### config.mk
export PLATFORM = sky130hd
export DESIGN_NAME = fc_act_loader
export DESIGN_NICKNAME = d
export VERILOG_FILES = /design/src/rtl/fc_pkg.sv /design/src/rtl/fc_act_bank.sv /design/src/rtl/fc_act_loader.sv
export SDC_FILE = /design/constraint.sdc
export NUM_CORES = 2
export LEC_CHECK = 0
export CAP_MARGIN = 30
export CORE_UTILIZATION = 55
export DETAILED_ROUTE_END_ITERATION = 8
export PLACE_DENSITY_LB_ADDON = 0.15
export RECOVER_POWER = 100
export SYNTH_ARGS = -nofsm -noshare
export SYNTH_HDL_FRONTEND = slang
export SYNTH_SLANG_ARGS = --single-unit
### constraint.sdc
create_clock -name clk_i -period 3.22 [get_ports clk_i]
set_clock_uncertainty 0.05 [all_clocks]
set_input_delay 0.966 -clock clk_i [delete_from_list [all_inputs] [get_ports clk_i]]
set_output_delay 0.966 -clock clk_i [all_outputs]
set_load 0.01 [all_outputs]
### src/rtl/fc_pkg.sv
// Shared types and sizing for the fully-connected activation loader.
package fc_pkg;
    localparam int WIDTH = 8;
    localparam int IN    = 128;
    localparam int CNT_W = $clog2(IN);

    typedef logic [WIDTH-1:0] act_t;

    typedef enum logic [1:0] {
        BANK_EMPTY   = 2'd0,
        BANK_FILLING = 2'd1,
        BANK_FULL    = 2'd2
    } bank_state_t;
endpackage

### src/rtl/fc_act_bank.sv
// One frame of activation storage: indexed single-beat write, full parallel read-out.
module fc_act_bank
    import fc_pkg::*;
(
    input  logic             clk_i,
    input  logic             rst_n_i,
    input  logic             we_i,
    input  logic [CNT_W-1:0] idx_i,
    input  logic [WIDTH-1:0] data_i,
    output logic [WIDTH-1:0] data_o [IN]
);

    logic [WIDTH-1:0] mem_q [IN];

    always_ff @(posedge clk_i or negedge rst_n_i) begin
        if (!rst_n_i) begin
            for (int i = 0; i < IN; i++) begin
                mem_q[i] <= '0;
            end
        end else if (we_i) begin
            mem_q[idx_i] <= data_i;
        end
    end

    assign data_o = mem_q;

endmodule

### src/rtl/fc_act_loader.sv
// Ping-pong frame assembler: serial activation beats in, one stable parallel frame out.
// bank state | meaning
// EMPTY      | free, next beat for this bank starts a new frame
// FILLING    | at least one beat written, frame incomplete
// FULL       | complete frame, presented on x_o when this is the read bank
module fc_act_loader
    import fc_pkg::*;
(
    input  logic             clk_i,
    input  logic             rst_n_i,
    input  logic [WIDTH-1:0] s_data_i,
    input  logic             s_valid_i,
    input  logic             s_last_i,
    output logic             s_ready_o,
    output logic [WIDTH-1:0] x_o [IN],
    output logic             x_valid_o,
    input  logic             x_ready_i,
    output logic             err_len_o
);

    localparam logic [CNT_W-1:0] LAST_IDX = CNT_W'(IN - 1);

    bank_state_t      state_q [2];
    bank_state_t      state_d [2];
    logic             wr_bank_q, wr_bank_d;
    logic             rd_bank_q, rd_bank_d;
    logic [CNT_W-1:0] count_q, count_d;
    logic             err_len_q, err_len_d;

    logic             accept;
    logic             release_frame;
    logic [WIDTH-1:0] bank0_data [IN];
    logic [WIDTH-1:0] bank1_data [IN];

    assign s_ready_o     = (state_q[wr_bank_q] != BANK_FULL);
    assign x_valid_o     = (state_q[rd_bank_q] == BANK_FULL);
    assign err_len_o     = err_len_q;
    assign accept        = s_valid_i && s_ready_o;
    assign release_frame = x_valid_o && x_ready_i;

    fc_act_bank u_bank0 (
        .clk_i   (clk_i),
        .rst_n_i (rst_n_i),
        .we_i    (accept && !wr_bank_q),
        .idx_i   (count_q),
        .data_i  (s_data_i),
        .data_o  (bank0_data)
    );

    fc_act_bank u_bank1 (
        .clk_i   (clk_i),
        .rst_n_i (rst_n_i),
        .we_i    (accept && wr_bank_q),
        .idx_i   (count_q),
        .data_i  (s_data_i),
        .data_o  (bank1_data)
    );

    always_comb begin
        for (int i = 0; i < IN; i++) begin
            x_o[i] = rd_bank_q ? bank1_data[i] : bank0_data[i];
        end
    end

    // Release and commit can never target the same bank: release needs the
    // read bank FULL, accept needs the write bank not FULL.
    always_comb begin
        state_d   = state_q;
        wr_bank_d = wr_bank_q;
        rd_bank_d = rd_bank_q;
        count_d   = count_q;
        err_len_d = 1'b0;

        if (release_frame) begin
            state_d[rd_bank_q] = BANK_EMPTY;
            rd_bank_d          = !rd_bank_q;
        end

        if (accept) begin
            if (count_q == LAST_IDX) begin
                state_d[wr_bank_q] = BANK_FULL;
                wr_bank_d          = !wr_bank_q;
                count_d            = '0;
                err_len_d          = !s_last_i;
            end else if (s_last_i) begin
                state_d[wr_bank_q] = BANK_EMPTY;
                count_d            = '0;
                err_len_d          = 1'b1;
            end else begin
                state_d[wr_bank_q] = BANK_FILLING;
                count_d            = count_q + 1'b1;
            end
        end
    end

    always_ff @(posedge clk_i or negedge rst_n_i) begin
        if (!rst_n_i) begin
            state_q[0] <= BANK_EMPTY;
            state_q[1] <= BANK_EMPTY;
            wr_bank_q  <= 1'b0;
            rd_bank_q  <= 1'b0;
            count_q    <= '0;
            err_len_q  <= 1'b0;
        end else begin
            state_q[0] <= state_d[0];
            state_q[1] <= state_d[1];
            wr_bank_q  <= wr_bank_d;
            rd_bank_q  <= rd_bank_d;
            count_q    <= count_d;
            err_len_q  <= err_len_d;
        end
    end

endmodule
# After elaboration in Yosys (flattened, before gate mapping)
# Cells that the tools add are included.
# totals
reg_bits	2062
latch_bits	0
ramBits	0
rom_bits	0
output_inout_bits	1027
n_memories	0
# op_classes
n_addsub	1
mul	0
n_div	0
n_lt_le_gt_ge	6
n_eq_ne	3
shifts	0
mux	151
n_bitwise	13
reduce_logical	11
# op_table
cell	n
1024-bit bitwise mux	2
8-bit two-way mux	129
8-bit demux with 7-bit select	1
2-bit two-way mux	8
4-bit two-way mux	4
7-bit two-way mux	2
4-bit bitwise AND	2
8-bit >= comparator, second input constant	1
8-bit by 1-bit < comparator with 1-bit output, second input constant	1
4-bit inverter	2
7-bit inverter with 8-bit output	1
7-bit by 1-bit adder with 7-bit output, second input constant	1
7-bit == test, second input constant	1
1-bit logical AND	7
2-bit bitwise AND	2
2-bit demux with 1-bit select	2
2-bit >= comparator, second input constant	2
2-bit by 1-bit < comparator with 1-bit output, second input constant	2
1-bit inverter with 2-bit output	2
2-bit inverter	2
2-bit OR	2
1-bit zero test	3
1-bit two-way mux	3
2-bit == test, second input constant	1
2 further kinds	2

# Longest topological paths before layout
# logic_depth
word_depth	12
mapped_depth	8
mapped_depth_nobuf	5

# Hierarchy
# Synthesis repeated with hierarchy kept, for this count alone.
# hier_totals
cells_unflattened	5947
hier_area_um2	91411.4
# modules_own_cells
mod	instances	cells_each	area_each_um2
fc_act_bank	2	2366	39283.9
fc_act_loader	1	1215	12843.6

# Least setup slack after synthesis
# No wires, ideal clock.
# synth_timing
path_kind	flip-flop to output port
from	register rd_bank_q
to	output x_o[0] (netlist name)
arrival_time_ps	1724
required_time_ps	2204
setup_slack_ps	480
stages_incl_launch_ff	6
cell_sequence	dfrtp_1 clkbuf_1 clkbuf_1 clkbuf_1 clkbuf_1 mux2_2
# synth_lines
element	line_no	text
start: declaration	fc_act_loader.sv:26	logic rd_bank_q, rd_bank_d;
start signal: assignment	fc_act_loader.sv:108	rd_bank_q <= rd_bank_d;
end: declaration	fc_act_loader.sv:15	output logic [WIDTH-1:0] x_o [IN],

==> impl_metrics.csv <==
group,metric,value,unit
run_status,status,"complete, but fails checks",
run_status,violations,"negative setup slack",
drt,wl_per_cell,29.0,µm
clock_tree,clk_pin_slew,60,ps
worst_setup_path,cp_slowest_cell,"clkdlybuf4s50_1",
sta,finalCritPeriodShare,119,%
synth,syn_inst,5927,
worst_setup_path,worstPathCellList,"buf_12 -> buf_16 -> buf_4 -> mux2_2 -> clkdlybuf4s50_1",
synth,async_flop_share,100,%
synth,synth_seq_cells,2062,
synth,synth_ff_type,"dfrtp_1",
power_and_ir_drop,vdd_ir_drop_max,555,µV
final_layout,n_fill_cell,11300,
clock_tree,clk_path_buf_depth,3,
sta,tightest_slew,1370,ps
die,start_util,55.4,%
synth,avgSynthCellArea,15.2,µm²
worst_setup_path,r2r_start,"count_q[0]",
final_layout,synthToLayoutAreaGrowth,26.7,%
worst_setup_path,cp-endpoint,"x_o[485]",
place,gp_congestion,0.854,
power_and_ir_drop,power.density,478,nW/µm²
drt,dr.pass1.iters,5,
synth,synth_edf_count,0,
synth,synth_top_area_cell,"dfrtp_1",
worst_setup_path,crit_type,"flop to output port",
worst_setup_path,cp_slowest_stage_delay,520,ps
synth,yosys-top-cells-area,"dfrtp_1, mux2_2, clkbuf_1",
grt,grt_antenna_before_repair,9,
drt,vias,56300,
sta,relSlewSlack,8.85,%
drt,via_per_inst,5.82,
worst_setup_path,arrival,2830,ps
die,coreArea,163000,µm²
drt,drc,0,
worst_setup_path,cp_max_fo,10,
synth,synth.cell_area,90000,µm²
die,num_io_pins,1040,
grt,grt_pass1_vias,59300,
final_layout,fin_util,70.2,%
synth,synthesis.nets,5941,
worst_hold_path,hold_path.class,"flop to flop",
clock_tree,cts_buffers,210,
power_and_ir_drop,power.leakage,61.8,nW
sta,fin_tns_setup,-416720,ps
sta,fmax,260,MHz
drt,antenna_left,0,
sta,hold_violations,0,
sta,fin_crit,3840,ps
final_layout,drive_gt1_share,54.5,%
sta,report.final.setup_viol,1084,
clock_tree,cts_root_buf,"clkbuf_16",
flow_run,drv_cap,0,
worst_setup_path,reg2reg_slack,-10,ps
worst_setup_path,cp-start-kind,"flop",
grt,grt_max_degree,113,
die,chipWidth,407,µm
place,hpwlAfterDp,191000,µm
worst_setup_path,startpoint,"rd_bank_q",
drt,wirelength,281000,µm
clock_tree,cts_sinks,2062,
sta,setup_ws,-622,ps
worst_setup_path,reg2reg_depth,6,
die,rows,148,
die,die_h,407,µm
clock_tree,cts_tree,"yes",
synth,ys_seq_area_share,57.3,%
grt,grt_usage,33.7,%
power_and_ir_drop,power,54.5,mW
sta,drv_slew,0,
synth,synth_cell_types,42,
die,die-area,165000,µm²
worst_setup_path,worstSetupEndpointType,"output port",
synth,synth_top_area_share,57.3,%
grt,overflow,0,
sta,rsz0062_at_grt,"yes",
clock_tree,htree_levels,4,
worst_setup_path,cp_data_required_time,2200,ps
grt,grt_pass1_wl,407000,µm
worst_setup_path,r2r-end,"u_bank0.data_o[414]",
place,placement.io_buffers,1039,
clock_tree,clk_latency,830,ps
synth,synth.yosys.warnings,0,
final_layout,nets,7335,
drt,first_iter_violations,3464,
logic make-up after synthesis:
kind of cell	count (synthesis)	share of synthesized area [%]
compound gates	24	0.152
mux	3073	38.4
simple gates	371	2.32
xor+xnor	1	0.00973
flops	2062	57.3
fa+ha+maj	1	0.0139
buf+inv	395	1.72
area by class of cell:
| cell class | count | area (µm²) | area share, % |
|---|---|---|---|
| clock buffer | 314 | 6290 | 5.52 |
| antenna | 2 | 5.00 | 0.00439 |
| clock inverter | 77 | 948 | 0.831 |
| tap | 2175 | 2720 | 2.39 |
| inverter | 2 | 7.51 | 0.00658 |
| sequential | 2062 | 51600 | 45.2 |
| multi-input combinational | 3470 | 36500 | 32.0 |
| timing repair buffer | 1575 | 16000 | 14.0 |
flip-flops by register name, summed over array words and instances, names as in the netlist:
signal / cells
u_bank0.data_o: 1024
u_bank1.data_o: 1024
count_q: 7
state_q: 4
err_len_o: 1
rd_bank_q: 1
wr_bank_q: 1
critical path: cells and delay by family (launching register included):
kind                   cells  cell delay, ps
buffers and inverters      4            1080
muxes                      1             430
DFF                        1             450
through the flow:
step | setup WS (ps) | cells | area [µm²] | hold slack (ps)
4_1_cts | -697 | 9643 | 115000 | 435
3_3_place_gp | -58.0 | 9210 | 107000 | 411
3_5_place_dp | -78.1 | 9210 | 107000 | 420
5_1_grt | -662 | 9676 | 114000 | 457
6_report | -622 | 9677 | 114000 | 437
2_1_floorplan | 480 | 5927 | 90000 | 402
placed cells by master (no fill, tap or decap), drive strengths merged, types with 2 or more instances in the layout:
cell type / n
a21oi: 4
a22o: 2
and2: 3
and3: 4
and3b: 3
buf: 353
bufbuf: 10
bufinv: 18
clkbuf: 635
clkdlybuf4s15: 24
clkdlybuf4s50: 455
clkinv: 48
clkinvlp: 5
dfrtp: 2062
diode: 2
dlygate4sd2: 141
dlygate4sd3: 3
dlymetal6s2s: 268
inv: 8
mux2: 3073
nand2: 90
nand2b: 8
nand3: 25
nand3b: 3
nor2: 203
nor2b: 7
nor3: 13
nor3b: 2
o21ai: 14
or3: 2
or3b: 3
power by group:
group          internal [mW]  total, mW  switching, mW
sequential              26.2       26.3          0.145
clock                   14.9       25.3           10.3
combinational           1.04       2.91           1.88
worst min-delay path by stage:
stage / from / to / slack (ps) / cells after the start
after floorplan: u_bank1.data_o[303] / u_bank1.data_o[303] / 400 / 1
after global placement: u_bank1.data_o[620] / u_bank1.data_o[620] / 410 / 1
after detailed placement: u_bank1.data_o[622] / u_bank1.data_o[622] / 420 / 1
after CTS: u_bank1.data_o[620] / u_bank1.data_o[620] / 430 / 1
after global routing: u_bank1.data_o[284] / u_bank1.data_o[284] / 460 / 1
final: u_bank1.data_o[620] / u_bank1.data_o[620] / 440 / 1
cell usage after synthesis, types with 6 or more instances:
cell type / count
buf_1: 12
buf_2: 27
clkbuf_1: 349
dfrtp_1: 2062
mux2_1: 15
mux2_2: 3058
nand2_1: 58
nand2_2: 32
nand2b_1: 8
nand3_1: 25
nor2_1: 92
nor2_2: 101
nor2_8: 10
nor2b_1: 7
nor3_1: 7
nor3_2: 6
o21ai_0: 14
timing repair:
item                        CTS  global route
hold endpoints to repair      7             0
hold buffers                  1             0
setup endpoints to repair  1027          1034
gates cloned                 17            15
gates resized for setup     571           502
setup buffers                24            18
metal layers:
metal / global-route usage [%] / wire [µm] / share of wire, %
met1: 42.7 / 111000 / 39
met2: 53.1 / 131000 / 47
met3: 9.53 / 21900 / 7.8
met4: 17.1 / 16900 / 6.0
met5: 0 / 13 / 0.0046
No activity file was read; power rests on OpenSTA's default activity.
